==> src/rtl/regfile_arb_pkg.sv <==
// Shared constants for the register-file write arbiter: bus width defaults,
// requester slot assignments and the hardwired-zero register index.
package regfile_arb_pkg;

  localparam int unsigned DEF_ADDR_W  = 5;
  localparam int unsigned DEF_DATA_W  = 32;
  localparam int unsigned DEF_NUM_REQ = 3;

  // Writeback source slots on the request vector
  localparam int unsigned REQ_ALU     = 0;
  localparam int unsigned REQ_LOAD    = 1;
  localparam int unsigned REQ_MULTDIV = 2;

  localparam int unsigned REG_ZERO    = 0;

  // Index width for a pointer over n requesters (at least one bit)
  function automatic int unsigned idx_width(input int unsigned n);
    return (n > 1) ? $clog2(n) : 1;
  endfunction

endpackage

==> src/rtl/regfile_write_arbiter_if.sv <==
// Valid/ready write-request bundle between the writeback sources and the
// register-file write arbiter; fields are flattened per requester.
interface regfile_write_arbiter_if
  import regfile_arb_pkg::*;
#(
  parameter int unsigned NUM_REQ = DEF_NUM_REQ,
  parameter int unsigned ADDR_W  = DEF_ADDR_W,
  parameter int unsigned DATA_W  = DEF_DATA_W
);

  logic [NUM_REQ-1:0]        req_valid;
  logic [NUM_REQ-1:0]        req_ready;
  logic [NUM_REQ*ADDR_W-1:0] req_reg;
  logic [NUM_REQ*DATA_W-1:0] req_data;

  // Writeback sources drive the request, the arbiter answers with ready
  modport master (
    output req_valid,
    output req_reg,
    output req_data,
    input  req_ready
  );

  modport slave (
    input  req_valid,
    input  req_reg,
    input  req_data,
    output req_ready
  );

endinterface

==> src/rtl/rr_arbiter.sv <==
// Combinational round-robin picker: first set request at or after ptr,
// wrapping at NUM_REQ-1, returned as a one-hot grant plus its index.
module rr_arbiter
  import regfile_arb_pkg::*;
#(
  parameter int unsigned NUM_REQ = DEF_NUM_REQ,
  parameter int unsigned IDX_W   = idx_width(NUM_REQ)
) (
  input  logic [NUM_REQ-1:0] req,
  input  logic [IDX_W-1:0]   ptr,
  output logic [NUM_REQ-1:0] grant,
  output logic [IDX_W-1:0]   idx,
  output logic               any
);

  int unsigned     pos;
  logic [IDX_W-1:0] sel;

  always_comb begin
    grant = '0;
    idx   = '0;
    any   = 1'b0;
    pos   = 0;
    sel   = '0;
    for (int unsigned k = 0; k < NUM_REQ; k++) begin
      pos = 32'(ptr) + k;
      if (pos >= NUM_REQ) pos = pos - NUM_REQ;
      sel = IDX_W'(pos);
      if (!any && req[sel]) begin
        any        = 1'b1;
        grant[sel] = 1'b1;
        idx        = sel;
      end
    end
  end

endmodule

==> src/rtl/regfile_write_arbiter.sv <==
// Shares the register file's single write port between NUM_REQ writeback
// sources. Optional forwarding taps enabled by REGFILE_ARB_BYPASS_EN.
module regfile_write_arbiter
  import regfile_arb_pkg::*;
#(
  parameter int unsigned NUM_REQ = DEF_NUM_REQ,
  parameter int unsigned ADDR_W  = DEF_ADDR_W,
  parameter int unsigned DATA_W  = DEF_DATA_W
) (
  input  logic              clock,
  input  logic              ctrl_reset_n,
  regfile_write_arbiter_if.slave req,
  input  logic              ctrl_stall,
  output logic              ctrl_writeEnable,
  output logic [ADDR_W-1:0] ctrl_writeReg,
  output logic [DATA_W-1:0] data_writeReg,
  output logic [2:0]        grant_id
`ifdef REGFILE_ARB_BYPASS_EN
  ,
  input  logic [ADDR_W-1:0] fwd_addrA,
  input  logic [ADDR_W-1:0] fwd_addrB,
  output logic              fwd_hitA,
  output logic              fwd_hitB,
  output logic [DATA_W-1:0] fwd_data
`endif
);

  localparam int unsigned IDX_W = idx_width(NUM_REQ);

  logic [IDX_W-1:0]   ptr;
  logic [NUM_REQ-1:0] cand;
  logic [NUM_REQ-1:0] grant;
  logic [IDX_W-1:0]   win_idx;
  logic               win_any;
  logic [ADDR_W-1:0]  win_reg;
  logic [DATA_W-1:0]  win_data;
  logic               transfer;
  logic               win_writes;

  // No grant is offered while stalled or held in reset
  assign cand = (ctrl_reset_n && !ctrl_stall) ? req.req_valid : '0;

  rr_arbiter #(
    .NUM_REQ (NUM_REQ),
    .IDX_W   (IDX_W)
  ) u_rr (
    .req   (cand),
    .ptr   (ptr),
    .grant (grant),
    .idx   (win_idx),
    .any   (win_any)
  );

  assign req.req_ready = grant;
  assign transfer      = win_any;

  // Winner's payload mux, driven by the one-hot grant only
  always_comb begin
    win_reg  = '0;
    win_data = '0;
    for (int unsigned i = 0; i < NUM_REQ; i++) begin
      if (grant[i]) begin
        win_reg  = req.req_reg[i*ADDR_W +: ADDR_W];
        win_data = req.req_data[i*DATA_W +: DATA_W];
      end
    end
  end

  // Writes to the hardwired-zero register are accepted but never issued
  assign win_writes = transfer && (win_reg != ADDR_W'(REG_ZERO));

  always_ff @(posedge clock) begin
    if (!ctrl_reset_n) begin
      ptr <= '0;
    end else if (transfer) begin
      ptr <= (32'(win_idx) == NUM_REQ - 1) ? '0 : IDX_W'(32'(win_idx) + 1);
    end
  end

  always_ff @(posedge clock) begin
    if (!ctrl_reset_n) begin
      ctrl_writeEnable <= 1'b0;
      ctrl_writeReg    <= '0;
      data_writeReg    <= '0;
      grant_id         <= '0;
    end else begin
      ctrl_writeEnable <= win_writes;
      if (win_writes) begin
        ctrl_writeReg <= win_reg;
        data_writeReg <= win_data;
        grant_id      <= 3'(win_idx);
      end
    end
  end

`ifdef REGFILE_ARB_BYPASS_EN
  // Lets decode see the in-flight write before the falling-edge capture
  assign fwd_hitA = ctrl_writeEnable && (ctrl_writeReg == fwd_addrA) &&
                    (fwd_addrA != ADDR_W'(REG_ZERO));
  assign fwd_hitB = ctrl_writeEnable && (ctrl_writeReg == fwd_addrB) &&
                    (fwd_addrB != ADDR_W'(REG_ZERO));
  assign fwd_data = data_writeReg;
`endif

endmodule
==> src/flat_wrapper.sv <==
// flat-port wrapper written by rule: the top's interface ports become plain ports
module regfile_write_arbiter_flat import regfile_arb_pkg::*;
#(
  parameter int unsigned NUM_REQ = DEF_NUM_REQ,
  parameter int unsigned ADDR_W  = DEF_ADDR_W,
  parameter int unsigned DATA_W  = DEF_DATA_W
)
  (clock, ctrl_reset_n, ctrl_stall, ctrl_writeEnable, ctrl_writeReg, data_writeReg, grant_id, req_req_valid, req_req_reg, req_req_data, req_req_ready);
  regfile_write_arbiter_if #(.NUM_REQ(NUM_REQ), .ADDR_W(ADDR_W), .DATA_W(DATA_W)) req_i ();
  input  logic clock;
  input  logic ctrl_reset_n;
  input  logic ctrl_stall;
  output logic ctrl_writeEnable;
  output logic [ADDR_W-1:0] ctrl_writeReg;
  output logic [DATA_W-1:0] data_writeReg;
  output logic [2:0] grant_id;
  input wire logic [$bits(req_i.req_valid)-1:0] req_req_valid;
  input wire logic [$bits(req_i.req_reg)-1:0] req_req_reg;
  input wire logic [$bits(req_i.req_data)-1:0] req_req_data;
  output wire logic [$bits(req_i.req_ready)-1:0] req_req_ready;
  assign req_i.req_valid = req_req_valid;
  assign req_i.req_reg = req_req_reg;
  assign req_i.req_data = req_req_data;
  assign req_req_ready = req_i.req_ready;
  regfile_write_arbiter #(.NUM_REQ(NUM_REQ), .ADDR_W(ADDR_W), .DATA_W(DATA_W)) u_core (.clock(clock), .ctrl_reset_n(ctrl_reset_n), .req(req_i), .ctrl_stall(ctrl_stall), .ctrl_writeEnable(ctrl_writeEnable), .ctrl_writeReg(ctrl_writeReg), .data_writeReg(data_writeReg), .grant_id(grant_id));
endmodule
==> config.mk <==
export PLATFORM = sky130hd
export DESIGN_NAME = regfile_write_arbiter_flat
export DESIGN_NICKNAME = d
export VERILOG_FILES = /design/src/rtl/regfile_arb_pkg.sv /design/src/rtl/regfile_write_arbiter_if.sv /design/src/rtl/rr_arbiter.sv /design/src/rtl/regfile_write_arbiter.sv /design/src/flat_wrapper.sv
export SDC_FILE = /design/constraint.sdc
export NUM_CORES = 1
export LEC_CHECK = 0
export CAP_MARGIN = 10
export CORE_MARGIN = 2
export CORE_UTILIZATION = 37
export DETAILED_ROUTE_END_ITERATION = 16
export PLACE_DENSITY = 0.81
export SLEW_MARGIN = 10
export SYNTH_ARGS = -nofsm -noshare
export SYNTH_HDL_FRONTEND = slang
export SYNTH_SLANG_ARGS = --single-unit
==> constraint.sdc <==
create_clock -name clock -period 3.3 [get_ports clock]
set_clock_uncertainty 0.15 [all_clocks]
set_input_delay 0.495 -clock clock [delete_from_list [all_inputs] [get_ports clock]]
set_output_delay 0.495 -clock clock [all_outputs]
set_load 0.02 [all_outputs]
After elaboration in Yosys (flattened, before gate mapping):

Index checks and enable logic that the tools add are counted.

* memory bits (read-only): 0
* output and inout bits: 44
* bits in latches: 0
* logic and storage cells: 66
* memories kept: 0
* bits of input ports: 117
* bits in registers: 42
* bits in writable memories: 0

* reductions and logical operators: 11
* $add $sub $neg: 6
* bitwise gates (word level): 2
* multiplexer cells: 32
* $lt $le $gt $ge: 9
* shift operators: 0
* divide/modulo/power cells: 0
* equal/unequal tests: 1
* multiply operators: 0

Operators with widths (number)
* 2-to-1 mux 32 bit: 3
* 2-to-1 mux 5 bit: 3
* 2-to-1 mux 2 bit: 7
* 2-to-1 mux 3 bit: 4
* < comparator 2 x 3 -> 1 bit, second input constant: 3
* 2-to-1 mux 1 bit: 9
* logical AND 1 bit: 7
* binary-select mux 1 bit (select 2 bit): 3
* demux 1 bit (select 2 bit): 3
* >= comparator 2 x 1 -> 1 bit, second input constant: 3
* >= comparator 3 x 2 -> 1 bit, second input constant: 2
* bitwise OR 3 bit: 2
* subtractor 2 bit, second input constant: 3
* nonzero test 5 bit: 1
* adder 2 x 1 -> 3 bit, second input constant: 1
* adder 2 x 2 -> 3 bit, second input constant: 1
* zero test 1 bit: 3
* adder 2 x 1 -> 2 bit, second input constant: 1
* == test 2 bit, second input constant: 1
* >= comparator 2 bit, second input constant: 1

Longest topological paths before layout:

Gate-level depths: netlist (run 1).

* depth after elaboration: 17
* mapped depth: 15
* gate-level depth less buffers: 11

Modules after synthesis:

From an unflattened synthesis (run 1), not the netlist that was laid out.

* cell total of the unflattened synthesis: 308
* area total of the unflattened synthesis: 2514.9 sq um

By module, submodules not included
* regfile_write_arbiter: cells an instance 267, area each 2233.4 sq um, sequential area each 840.8 sq um, times used 1
* rr_arbiter: cells an instance 41, area each 281.5 sq um, sequential area each 0.0 sq um, times used 1

Worst setup path before layout (run 1):

OpenSTA, ideal clock, no wires.

* path kind: flip-flop to output port
* start: reg u_core.ptr[0]
* end: out req_req_ready[1]
* slack: 438 ps
* arrival time: 2217 ps
* cell stages (with the launch flop): 9
* buffers on the path: 3
* data required time: 2655 ps
* cell sequence: dfxtp_1 > inv_1 > ha_1 > clkbuf_1 > o21a_1 > or4_4 > nand2_2 > buf_6 > clkbuf_1

* word-level cells in the longest chain between the ends: 11
* elaborated cells between the ends (all ways): 43
* those cells by class: 5 x add/sub; 9 x order compare; 20 x mux; 2 x bitwise; 7 x reduce/logical

RTL lines
* start: declaration: line regfile_write_arbiter.sv:30 `logic [IDX_W-1:0] ptr;`
* start signal: assignment: line regfile_write_arbiter.sv:76 `ptr <= (32'(win_idx) == NUM_REQ - 1) ? '0 : IDX_W'(32'(win_idx) + 1);`
* adder 2 x 1 -> 3 bit, or another cell as far along: line rr_arbiter.sv:26 `pos = 32'(ptr) + k;`
* >= comparator 3 x 2 -> 1 bit, or another cell as far along: line rr_arbiter.sv:27 `if (pos >= NUM_REQ) pos = pos - NUM_REQ;`
* 2-to-1 mux 2 bit, or another cell as far along: line rr_arbiter.sv:27
* < comparator 2 x 3 -> 1 bit (not written as such), or another cell as far along: line rr_arbiter.sv:31 `grant[sel] = 1'b1;`
* logical AND 1 bit (not written as such), or another cell as far along: line rr_arbiter.sv:31
* 2-to-1 mux 1 bit (not written as such), or another cell as far along: line rr_arbiter.sv:31
* demux 1 bit (select 2 bit), or another cell as far along: line rr_arbiter.sv:31
* bitwise OR 3 bit (no line) or 2-to-1 mux 1 bit (tied branches)
* 2-to-1 mux 3 bit or zero test 1 bit (tied branches): line rr_arbiter.sv:29 `if (!any && req[sel]) begin`
* bitwise OR 3 bit (no line) or logical AND 1 bit (tied branches)
* 2-to-1 mux 3 bit (*): line rr_arbiter.sv:29
* end: declaration: line flat_wrapper.sv:20 `output wire logic [$bits(req_i.req_ready)-1:0] req_req_ready;`

Every way passes the cells marked *; elsewhere a longest branch is shown, timed or not. The select of a mux whose other input is x is not followed.

Worst setup path after layout (run 1):

* start: in ctrl_stall
* end: out req_req_ready[1]

* word-level cells in the longest chain between the ends: 12
* elaborated cells between the ends (all ways): 20
* those cells by class: 12 x mux; 2 x bitwise; 6 x reduce/logical

RTL lines
* start: declaration: line flat_wrapper.sv:12 `input logic ctrl_stall;`
* zero test 1 bit (*): line regfile_write_arbiter.sv:41 `assign cand = (ctrl_reset_n && !ctrl_stall) ? req.req_valid : '0;`
* logical AND 1 bit (*): line regfile_write_arbiter.sv:41
* 2-to-1 mux 3 bit (*): line regfile_write_arbiter.sv:41
* binary-select mux 1 bit (select 2 bit): line rr_arbiter.sv:29
* 2-to-1 mux 1 bit (not written as such): line rr_arbiter.sv:29
* 2-to-1 mux 1 bit: line rr_arbiter.sv:29
* zero test 1 bit: line rr_arbiter.sv:29
* logical AND 1 bit: line rr_arbiter.sv:29
* 2-to-1 mux 1 bit: line rr_arbiter.sv:29
* zero test 1 bit: line rr_arbiter.sv:29
* logical AND 1 bit: line rr_arbiter.sv:29
* 2-to-1 mux 3 bit (*): line rr_arbiter.sv:29

Marked as above.

==> results of run 1 <==
## cell type report
type                       count  share of cell area
clock inverter                 2            0.008401
multi-input combinational    214              0.3470
clock buffer                   6             0.01624
sequential                    42              0.1885
tap                           80             0.02240
timing repair buffer         186              0.4116
inverter                       7            0.005881
## stage by stage
step / util / std cells / TNS, ps / total power [W]
6_report: 0.6613 / 537 / 0 / 0.001866
2_1_floorplan: - / 291 / 0 / 0.001105
5_1_grt: 0.6613 / 537 / -48.49 / 0.001960
3_5_place_dp: 0.6394 / 529 / -2552 / 0.001468
3_3_place_gp: 0.6394 / 529 / -30.82 / 0.001452
4_1_cts: 0.6563 / 537 / 0 / 0.001875
## sequential cells by signal, indices dropped and copies added (netlist names)
signal / count
u_core.data_writeReg: 32
u_core.ctrl_writeReg: 5
u_core.ptr: 2
u_core.grant_id: 2
u_core.ctrl_writeEnable: 1
## cells by family after synthesis
family,Yosys count
compound gates,95
fa+ha+maj,4
buf+inv,35
flops,42
mux,37
other cells,1
simple gates,77
## timing repair
| action | 4_1_cts | 5_1_grt |
|---|---|---|
| cloned | 0 | 0 |
| setup endpoints to repair | 3 | 41 |
| hold buffers | 0 | 0 |
| resized for setup | 4 | 8 |
## per-layer routing
layer,track usage,vias to the layer above
met1,0.2437,1377
met5,0,-
met4,0.04895,0
met2,0.4091,107
li1,-,1408
met3,0.04929,7
## critical path, stage by stage
cell             delay [ps]
clkdlybuf4s50_1         490
and3b_4                 220
o21a_1                  190
or4_4                   540
nand2_2                 130
dlygate4sd2_1           370
## synthesized netlist by cell type, types with 3 or more instances
| cell type | instances | area (µm²) |
|---|---|---|
| inv_1 | 7 | 26.28 |
| nor2_1 | 5 | 18.77 |
| a21oi_1 | 8 | 40.04 |
| a221o_1 | 32 | 320.3 |
| nand2b_1 | 4 | 25.02 |
| ha_1 | 4 | 50.05 |
| nand3b_1 | 5 | 37.54 |
| dfxtp_1 | 42 | 840.8 |
| nand3_1 | 6 | 30.03 |
| o21ai_0 | 36 | 180.2 |
| mux2i_1 | 36 | 360.4 |
| buf_12 | 3 | 60.06 |
| clkbuf_1 | 17 | 63.81 |
| nand2_1 | 45 | 168.9 |
| buf_6 | 3 | 33.78 |
## path summary, 6_finish.rpt
path	start	end	slack (ps)	depth (start not counted)
max	ctrl_stall	req_req_ready[1]	210	6
min	u_core.ctrl_writeReg[0]	u_core.ctrl_writeReg[0]	300	2
max reg2reg	u_core.ptr[1]	u_core.data_writeReg[6]	240	12
min reg2reg	u_core.ctrl_writeReg[0]	u_core.ctrl_writeReg[0]	300	2
## where the power goes
group | internal (W) | switching [W] | leakage, nW
logic | 0.000463 | 0.000374 | 1.38
clock network | 0.000226 | 0.000175 | 0.0514
registers | 0.000587 | 0.0000410 | 0.345
total | 0.00128 | 0.000590 | 1.78
==> metrics.yaml, run 1 <==
layout:
  seqCellArea_um2: 842.1
  drive_above_1_share: 0.1028
  final_cell_mix: "clkdlybuf4s50_1, nand2_1, dfxtp_1"
  fillers: 590
  final_common_cell: "clkdlybuf4s50_1"
  antenna-diode-count: 0
  area_growth_pct: 74.28
  stdcell_area_um2: 4468
  multi_input_area_um2: 1550
  fin_nets: 577
sta:
  drv_slew: 0
  hold_ws_ps: 304.6
  max_freq_mhz: 323.6
  setup_viol: 0
  hold_viol: 0
  finalCritPeriodShare: 0.9364
  period_needed_ps: 3090
  setup_ws_ps: 209.8
logic_synthesis:
  syn_area_per_cell_um2: 8.810
  netlist_instances: 291
  ys_async_sr_fraction: 0
  synthXorXnorAreaFrac: 0
  synth_top_family_by_area: "compound AO/OA/AOI/OAI gates"
  synth-simple-area-share: 0.1484
  yosysWarnings: 0
  synth_seq_cells: 42
  synth_area_um2: 2564
  synth_edf_count: 0
  syn_nets: 412
  muxShareOfSynthArea: 0.1459
  synth_compound_area_frac: 0.2694
  synthAdderAreaFrac: 0.01952
  ys_types: 42
  synth-seq-area-share: 0.3280
  ys.flop_type: "dfxtp_1"
routing:
  route.vias.total: 2899
  drt-met1-wl_um: 3544
  highest-signal-layer: "met4"
  viasPerCell: 5.399
  dr_wl_met3_um: 574
  wl_met2_um: 4491
  antenna_left: 0
  first_pass_iters: 4
  drtIter0Drc: 88
  wl_per_cell_um: 16.18
  remaining_drc_errors: 0
  finalWirelength_um: 8688
global_routing:
  grt-ovfl-total: 0
  grt_usage: 0.2164
  grt_pass1_wl_um: 13090
  grt_antenna_before_repair: 0
  grt_max_degree: 38
  grt_pass1_vias: 2831
cts:
  numCtsBuffers: 5
  cts_root_buffer: "clkbuf_8"
  clk_pin_slew_worst_paths_ps: 70
  cts_tree: "yes"
  cts_setup_buffers: 0
  clk_latency_ps: 290
  cts_max_path_buffers: 2
  clock-sinks: 42
  cts-htree-levels: 2
setup_path:
  worst_ep_arrival_time_ps: 2450
  cp.required_ps: 2650
  end_kind: "primary output"
  critPathKind: "input pin to primary output"
  start_kind: "input pin"
  path_max_fanout: 5
placement:
  pre_cts_ws_ps: -88.54
  gp_congestion: 0.8825
  io_buffers: 159
  dp_hpwl_um: 6649
  place_area_um2: 4320
die:
  die-height_um: 87.24
  io-pin-count: 161
  dieArea_um2: 7611
  rows: 30
  core_um2: 6756
  die_w_um: 87.24
  start_util: 0.3794
power:
  power_density_nw_per_um2: 417.6
  leakagePower_nw: 1.781
  ir_worst_vdd_v: 0.0002872
run_status:
  status: "completed"
hold_path:
  min_path_type: "flop to flop"
flow_run:
  drv_cap: 0
Note: power is estimated with default switching activity, not from simulation.
==> run 2, diff against run 1 <==
REMOVE_ABC_BUFFERS = 1   (was unset)
==> metrics.yaml, run 2 (synthesis gave the netlist of run 1 again) <==
run_status:
  status: "completed"  # unchanged
flow_run:
  drv_cap: 0  # unchanged
layout:
  largest_reg_flops: 32  # unchanged
  fin_nets: 570  # was 577
  regMostFlops: "u_core.data_writeReg"  # unchanged
  final_common_cell: "clkdlybuf4s50_1"  # unchanged
  multi_input_area_um2: 1526  # was 1550 µm²
  fillers: 551  # was 590
  seqCellArea_um2: 840.8  # was 842.1 µm²
  reg_top3: "u_core.data_writeReg x32, u_core.ctrl_writeReg x5"  # unchanged
  final_cell_mix: "clkdlybuf4s50_1, nand2_1, dfxtp_1"  # unchanged
  utilization: 0.6572  # was 0.6613
  drive_above_1_share: 0.08444  # was 0.1028
  antenna-diode-count: 0  # unchanged
  stdcell_area_um2: 4441  # was 4468 µm²
  area_growth_pct: 73.21  # was 74.28%
setup_path:
  start_kind: "input pin"  # unchanged
  cpPeakStageDelay_ps: 570  # was 540 ps
  end_kind: "flop"  # was primary output
  r2r_slack_ps: 230  # was 240 ps
  reg2reg_from: "u_core.ptr[0]"  # was u_core.ptr[1]
  r2r-end: "u_core.data_writeReg[1]"  # was u_core.data_writeReg[6]
  critPathBufInv: 4  # was 2
  worst_ep_arrival_time_ps: 3240  # was 2450 ps
  r2r_cells: 11  # was 12
  path_max_fanout: 12  # was 5
  crit_chain: "clkdlybuf4s50_1, buf_4, nand4bb_1, a21oi_1, or4_4, nand2_2, buf_4, or3_1, a21oi_1, nand4bb_4, buf_6, mux2i_1"  # was clkdlybuf4s50_1, and3b_4, o21a_1, or4_4, nand2_2, dlygate4sd2_1
  cp.required_ps: 3370  # was 2650 ps
  critPathKind: "input pin to flop"  # was input pin to primary output
  crit_family: "buffers and inverters"  # was simple AND/OR/NAND/NOR gates
  crit_slowest_cell: "clkdlybuf4s50_1"  # was or4_4
routing:
  finalWirelength_um: 8990  # was 8688 µm
  drtIter0Drc: 73  # was 88
  first_pass_iters: 4  # unchanged
  wl_per_cell_um: 16.96  # was 16.18 µm
  remaining_drc_errors: 0  # unchanged
  route.vias.total: 2821  # was 2,899
  viasPerCell: 5.323  # was 5.399
  antenna_left: 0  # unchanged
cts:
  cts_max_path_buffers: 2  # unchanged
  cts_root_buffer: "clkbuf_8"  # unchanged
  clk_latency_ps: 290  # about the same
  cts-htree-levels: 2  # unchanged
  clk_pin_slew_worst_paths_ps: 80  # was 70 ps
  cts_setup_buffers: 0  # unchanged
  clock-sinks: 42  # unchanged
  numCtsBuffers: 5  # unchanged
  ctsHoldBuffers: 0  # unchanged
  cts_tree: "yes"  # unchanged
sta:
  setup_ws_ps: 123.3  # was 209.8 ps
  finalCritPeriodShare: 0.9626  # was 0.9364
  max_freq_mhz: 314.8  # was 323.6 MHz
  hold_viol: 0  # unchanged
  drv_slew: 0  # unchanged
  tns_ps: 0  # unchanged
  hold_ws_ps: 305.1  # was 304.6 ps
  setup_viol: 0  # unchanged
  period_needed_ps: 3177  # was 3090 ps
hold_path:
  worstHoldStart: "u_core.ctrl_writeReg[2]"  # was u_core.ctrl_writeReg[0]
  holdPathStages: 2  # unchanged
  min_path_type: "flop to flop"  # unchanged
  worstHoldEndpoint: "u_core.ctrl_writeReg[2]"  # was u_core.ctrl_writeReg[0]
placement:
  place_area_um2: 4260  # was 4320 µm²
  gp_congestion: 0.9203  # was 0.8825
  io_buffers: 159  # unchanged
  dp_hpwl_um: 7058  # was 6649 µm
  pre_cts_ws_ps: -183.3  # was -88.54 ps
die:
  die-height_um: 87.24  # unchanged
  die_w_um: 87.24  # unchanged
  io-pin-count: 161  # unchanged
  start_util: 0.3794  # unchanged
  dieArea_um2: 7611  # unchanged
  rows: 30  # unchanged
  core_um2: 6756  # unchanged
power:
  power.share.combinational: 0.429  # was 0.449
  switching_share: 0.3050  # was 0.3162
  internal_power_w: 0.001370  # was 0.001276 W
  ir_worst_vdd_v: 0.0002027  # was 0.0002872 V
  clock_power_share: 0.253  # was 0.215
  power_density_nw_per_um2: 444.0  # was 417.6 nW/µm²
  leakagePower_nw: 1.758  # was 1.781 nW
  p_switching_w: 0.0006013  # was 0.0005901 W
  p_seq_frac: 0.318  # was 0.337
global_routing:
  grt-ovfl-total: 0  # unchanged
  grt_pass1_wl_um: 13320  # was 13,090 µm
  grt_antenna_before_repair: 0  # unchanged
  grt_max_degree: 38  # unchanged
  grt_usage: 0.2223  # was 0.2164
  grt_pass1_vias: 2741  # was 2,831
run 2: changes by cell type in the layout (fill, tap and decap cells not counted), sizes merged:
cell,previous run,this run
buf,27,19
bufinv,1,2
clkbuf,6,7
dlygate4sd2,1,2
dlymetal6s2s,2,1
clkinvlp,1,0
run 2: power by group through the flow:
| stage | Combinational [W] | Sequential, W | Clock (W) |
|---|---|---|---|
| after floorplan | 0.000311 | 0.000732 | 0 |
| after global placement | 0.000803 | 0.000636 | 0 |
| after detailed placement | 0.000818 | 0.000640 | 0 |
| after CTS | 0.000821 | 0.000628 | 0.000513 |
| after global routing | 0.000897 | 0.000639 | 0.000538 |
| final | 0.000845 | 0.000627 | 0.000499 |
run 2: layer usage:
layer  wire (µm)  GRT usage
met5           0          0
met3         632    0.04739
met2        4657     0.4146
met4          82    0.05594
met1        3617     0.2549
run 2: worst max-delay path by stage:
stage               cells after the start  slack, ps                        to     startpoint
finish                                 12        120   u_core.data_writeReg[1]   ctrl_reset_n
global route                           12         -5   u_core.data_writeReg[1]   ctrl_reset_n
CTS                                     8         60          req_req_ready[0]  u_core.ptr[0]
detailed placement                     12       -180   u_core.data_writeReg[1]   ctrl_reset_n
global placement                       12       -100  u_core.data_writeReg[17]   ctrl_reset_n
floorplan                              10      -2680   u_core.ctrl_writeEnable  u_core.ptr[1]
run 2: layout make-up:
class | count | area share
timing repair buffer | 179 | 0.4063
clock buffer | 6 | 0.01860
clock inverter | 2 | 0.01352
tap | 80 | 0.02254
multi-input combinational | 214 | 0.3438
sequential | 42 | 0.1893
inverter | 7 | 0.005917
run 2: repair_timing:
item,4_1_cts,5_1_grt
setup endpoints to repair,3,10
endpoints found under the hold margin,0,0
gates cloned,0,1
gates resized for setup,4,3
run 2: stage by stage:
stage | std cells | power (W)
after detailed placement | 521 | 0.001458
after floorplan | 263 | 0.001044
after global placement | 521 | 0.001439
final | 530 | 0.001972
after CTS | 529 | 0.001962
after global routing | 530 | 0.002074
run 2: tightest hold or removal path, cell delays in order, from the launching register on:
cell       delay, ps
dfxtp_1          320
nand2_1           50
o2bb2ai_1         50
==> run 3, diff against run 2 <==
CORE_MARGIN = unset   (was 2)
HOLD_SLACK_MARGIN = 0.12   (was unset)
==> metrics.yaml, run 3 (synthesis gave the netlist of run 1 again) <==
sta:
  setup_viol: 0  # unchanged
  max_freq_mhz: 325.3  # was 314.8 MHz
  tns_ps: 0  # unchanged
  setup_ws_ps: 225.9  # was 123.3 ps
  finalCritPeriodShare: 0.9316  # was 0.9626
  hold_viol: 0  # unchanged
  rsz0062_at_grt: "false"
  drv_slew: 0  # unchanged
  period_needed_ps: 3074  # was 3177 ps
cts:
  clock-sinks: 42  # unchanged
  numCtsBuffers: 5  # unchanged
  cts_max_path_buffers: 2  # unchanged
  cts_tree: "yes"  # unchanged
  clk_latency_ps: 290  # about the same
  ctsHoldBuffers: 0  # unchanged
  cts_setup_buffers: 0  # unchanged
  cts_root_buffer: "clkbuf_8"  # unchanged
  cts-htree-levels: 2  # unchanged
  clk_pin_slew_worst_paths_ps: 80  # about the same
routing:
  first_pass_iters: 4  # unchanged
  wl_per_cell_um: 16.23  # was 16.96 µm
  remaining_drc_errors: 0  # unchanged
  finalWirelength_um: 8648  # was 8990 µm
  antenna_left: 0  # unchanged
  route.vias.total: 2862  # was 2,821
  viasPerCell: 5.370  # was 5.323
  drtIter0Drc: 66  # was 73
layout:
  largest_reg_flops: 32  # unchanged
  regMostFlops: "u_core.data_writeReg"  # unchanged
  drive_above_1_share: 0.09430  # was 0.08444
  fin_nets: 576  # was 570
  area_growth_pct: 71.79  # was 73.21%
  final_cells: 533  # was 530
  final_cell_mix: "clkdlybuf4s50_1, nand2_1, dfxtp_1"  # unchanged
  final_common_cell: "clkdlybuf4s50_1"  # unchanged
  reg_top3: "u_core.data_writeReg x32, u_core.ctrl_writeReg x5"  # unchanged
  antenna-diode-count: 0  # unchanged
setup_path:
  end_kind: "flop"  # unchanged
  crit_chain: "clkdlybuf4s50_1, and3b_4, buf_4, nand4b_1, o21ai_1, a21oi_2, inv_1, buf_4, a21oi_1, a21oi_1, nand4bb_4, buf_12, mux2i_1"  # was clkdlybuf4s50_1, buf_4, nand4bb_1, a21oi_1, or4_4, nand2_2, buf_4, or3_1, a21oi_1, nand4bb_4, buf_6, mux2i_1
  start_kind: "input pin"  # unchanged
  critPathBufInv: 5  # was 4
  crit_slowest_cell: "clkdlybuf4s50_1"  # unchanged
  worst_ep_arrival_time_ps: 3150  # was 3240 ps
  path_max_fanout: 22  # was 12
  cp.required_ps: 3370  # about the same
  crit_family: "buffers and inverters"  # unchanged
  cpPeakStageDelay_ps: 550  # was 570 ps
  critPathKind: "input pin to flop"  # unchanged
flow_run:
  drv_cap: 0  # unchanged
global_routing:
  grt_max_degree: 42  # was 38
  grt_pass1_wl_um: 13490  # was 13,320 µm
  grt_antenna_before_repair: 0  # unchanged
  grt_usage: 0.2352  # was 0.2223
  grt-ovfl-total: 0  # unchanged
  grt_pass1_vias: 2846  # was 2,741
die:
  start_util: 0.3925  # was 0.3794
  die_w_um: 85.24  # was 87.24 µm
  core_um2: 6531  # was 6756 µm²
  dieArea_um2: 7266  # was 7611 µm²
  rows: 29  # was 30
  die-height_um: 85.24  # was 87.24 µm
  io-pin-count: 161  # unchanged
power:
  power_density_nw_per_um2: 405.5  # was 444.0 nW/µm²
  leakagePower_nw: 1.764  # was 1.758 nW
  p_total_w: 0.001786  # was 0.001972 W
  ir_worst_vdd_v: 0.0002228  # was 0.0002027 V
placement:
  dp_hpwl_um: 6714  # was 7058 µm
  gp_congestion: 0.8237  # was 0.9203
  pre_cts_ws_ps: -70.48  # was -183.3 ps
  placed_cells_incl_taps: 525  # was 521
  io_buffers: 159  # unchanged
run_status:
  status: "completed"  # unchanged
hold_path:
  min_path_type: "flop to flop"  # unchanged
run 3: path summary, 6_finish.rpt:
path                           startpoint                  endpoint  cells past startpoint  slack (ps)
setup / recovery             ctrl_reset_n  u_core.data_writeReg[28]                     13         230
hold / removal    u_core.ctrl_writeReg[1]   u_core.ctrl_writeReg[1]                      2         310
setup reg to reg            u_core.ptr[0]  u_core.data_writeReg[28]                     11         260
hold reg to reg   u_core.ctrl_writeReg[1]   u_core.ctrl_writeReg[1]                      2         310
run 3: stage by stage:
step	area [µm²]	util	hold slack [ps]
2_1_floorplan	2366	-	325.0
3_3_place_gp	4309	0.6598	289.5
3_5_place_dp	4309	0.6598	296.3
4_1_cts	4399	0.6736	311.0
5_1_grt	4404	0.6743	321.5
6_report	4404	0.6743	305.9
run 3: power by group:
group	switching, W	total (W)	internal (W)
combinational	0.000372	0.000830	0.000459
sequential	0.0000396	0.000627	0.000587
clock	0.000180	0.000329	0.000149
run 3: area by class of cell:
type,instances,area [µm²]
Sequential cell,42,840.8
Clock buffer,6,72.57
Fill cell,549,2127
Inverter,7,26.28
Tap cell,77,96.34
Multi-Input combinational cell,214,1526
Clock inverter,2,13.76
Timing Repair Buffer,185,1828
run 3: worst register-to-register path, stage by stage (launching register included):
cell       delay, ps
dfxtp_1          390
inv_1             80
ha_2             410
nand3b_1         120
o21ai_0          140
a21oi_1          110
a211o_1          410
or3_1            340
a21oi_1          190
nand4bb_4        220
buf_12           200
mux2i_1          230
run 3: what timing repair did:
action                                 in CTS  in global routing
setup endpoints to repair                   2                  2
gates cloned                                0                  0
resized for setup                           3                  3
endpoints found under the hold margin       0                  0
run 3: routing by layer:
layer | wire length, µm | part of all wire | up-vias | track usage
met3 | 729 | 0.084 | 15 | 0.07101
met4 | 142 | 0.016 | 0 | 0.07242
met5 | 0 | 0 | - | 0
li1 | - | - | 1401 | -
met2 | 4352 | 0.50 | 115 | 0.4377
met1 | 3423 | 0.40 | 1331 | 0.2542
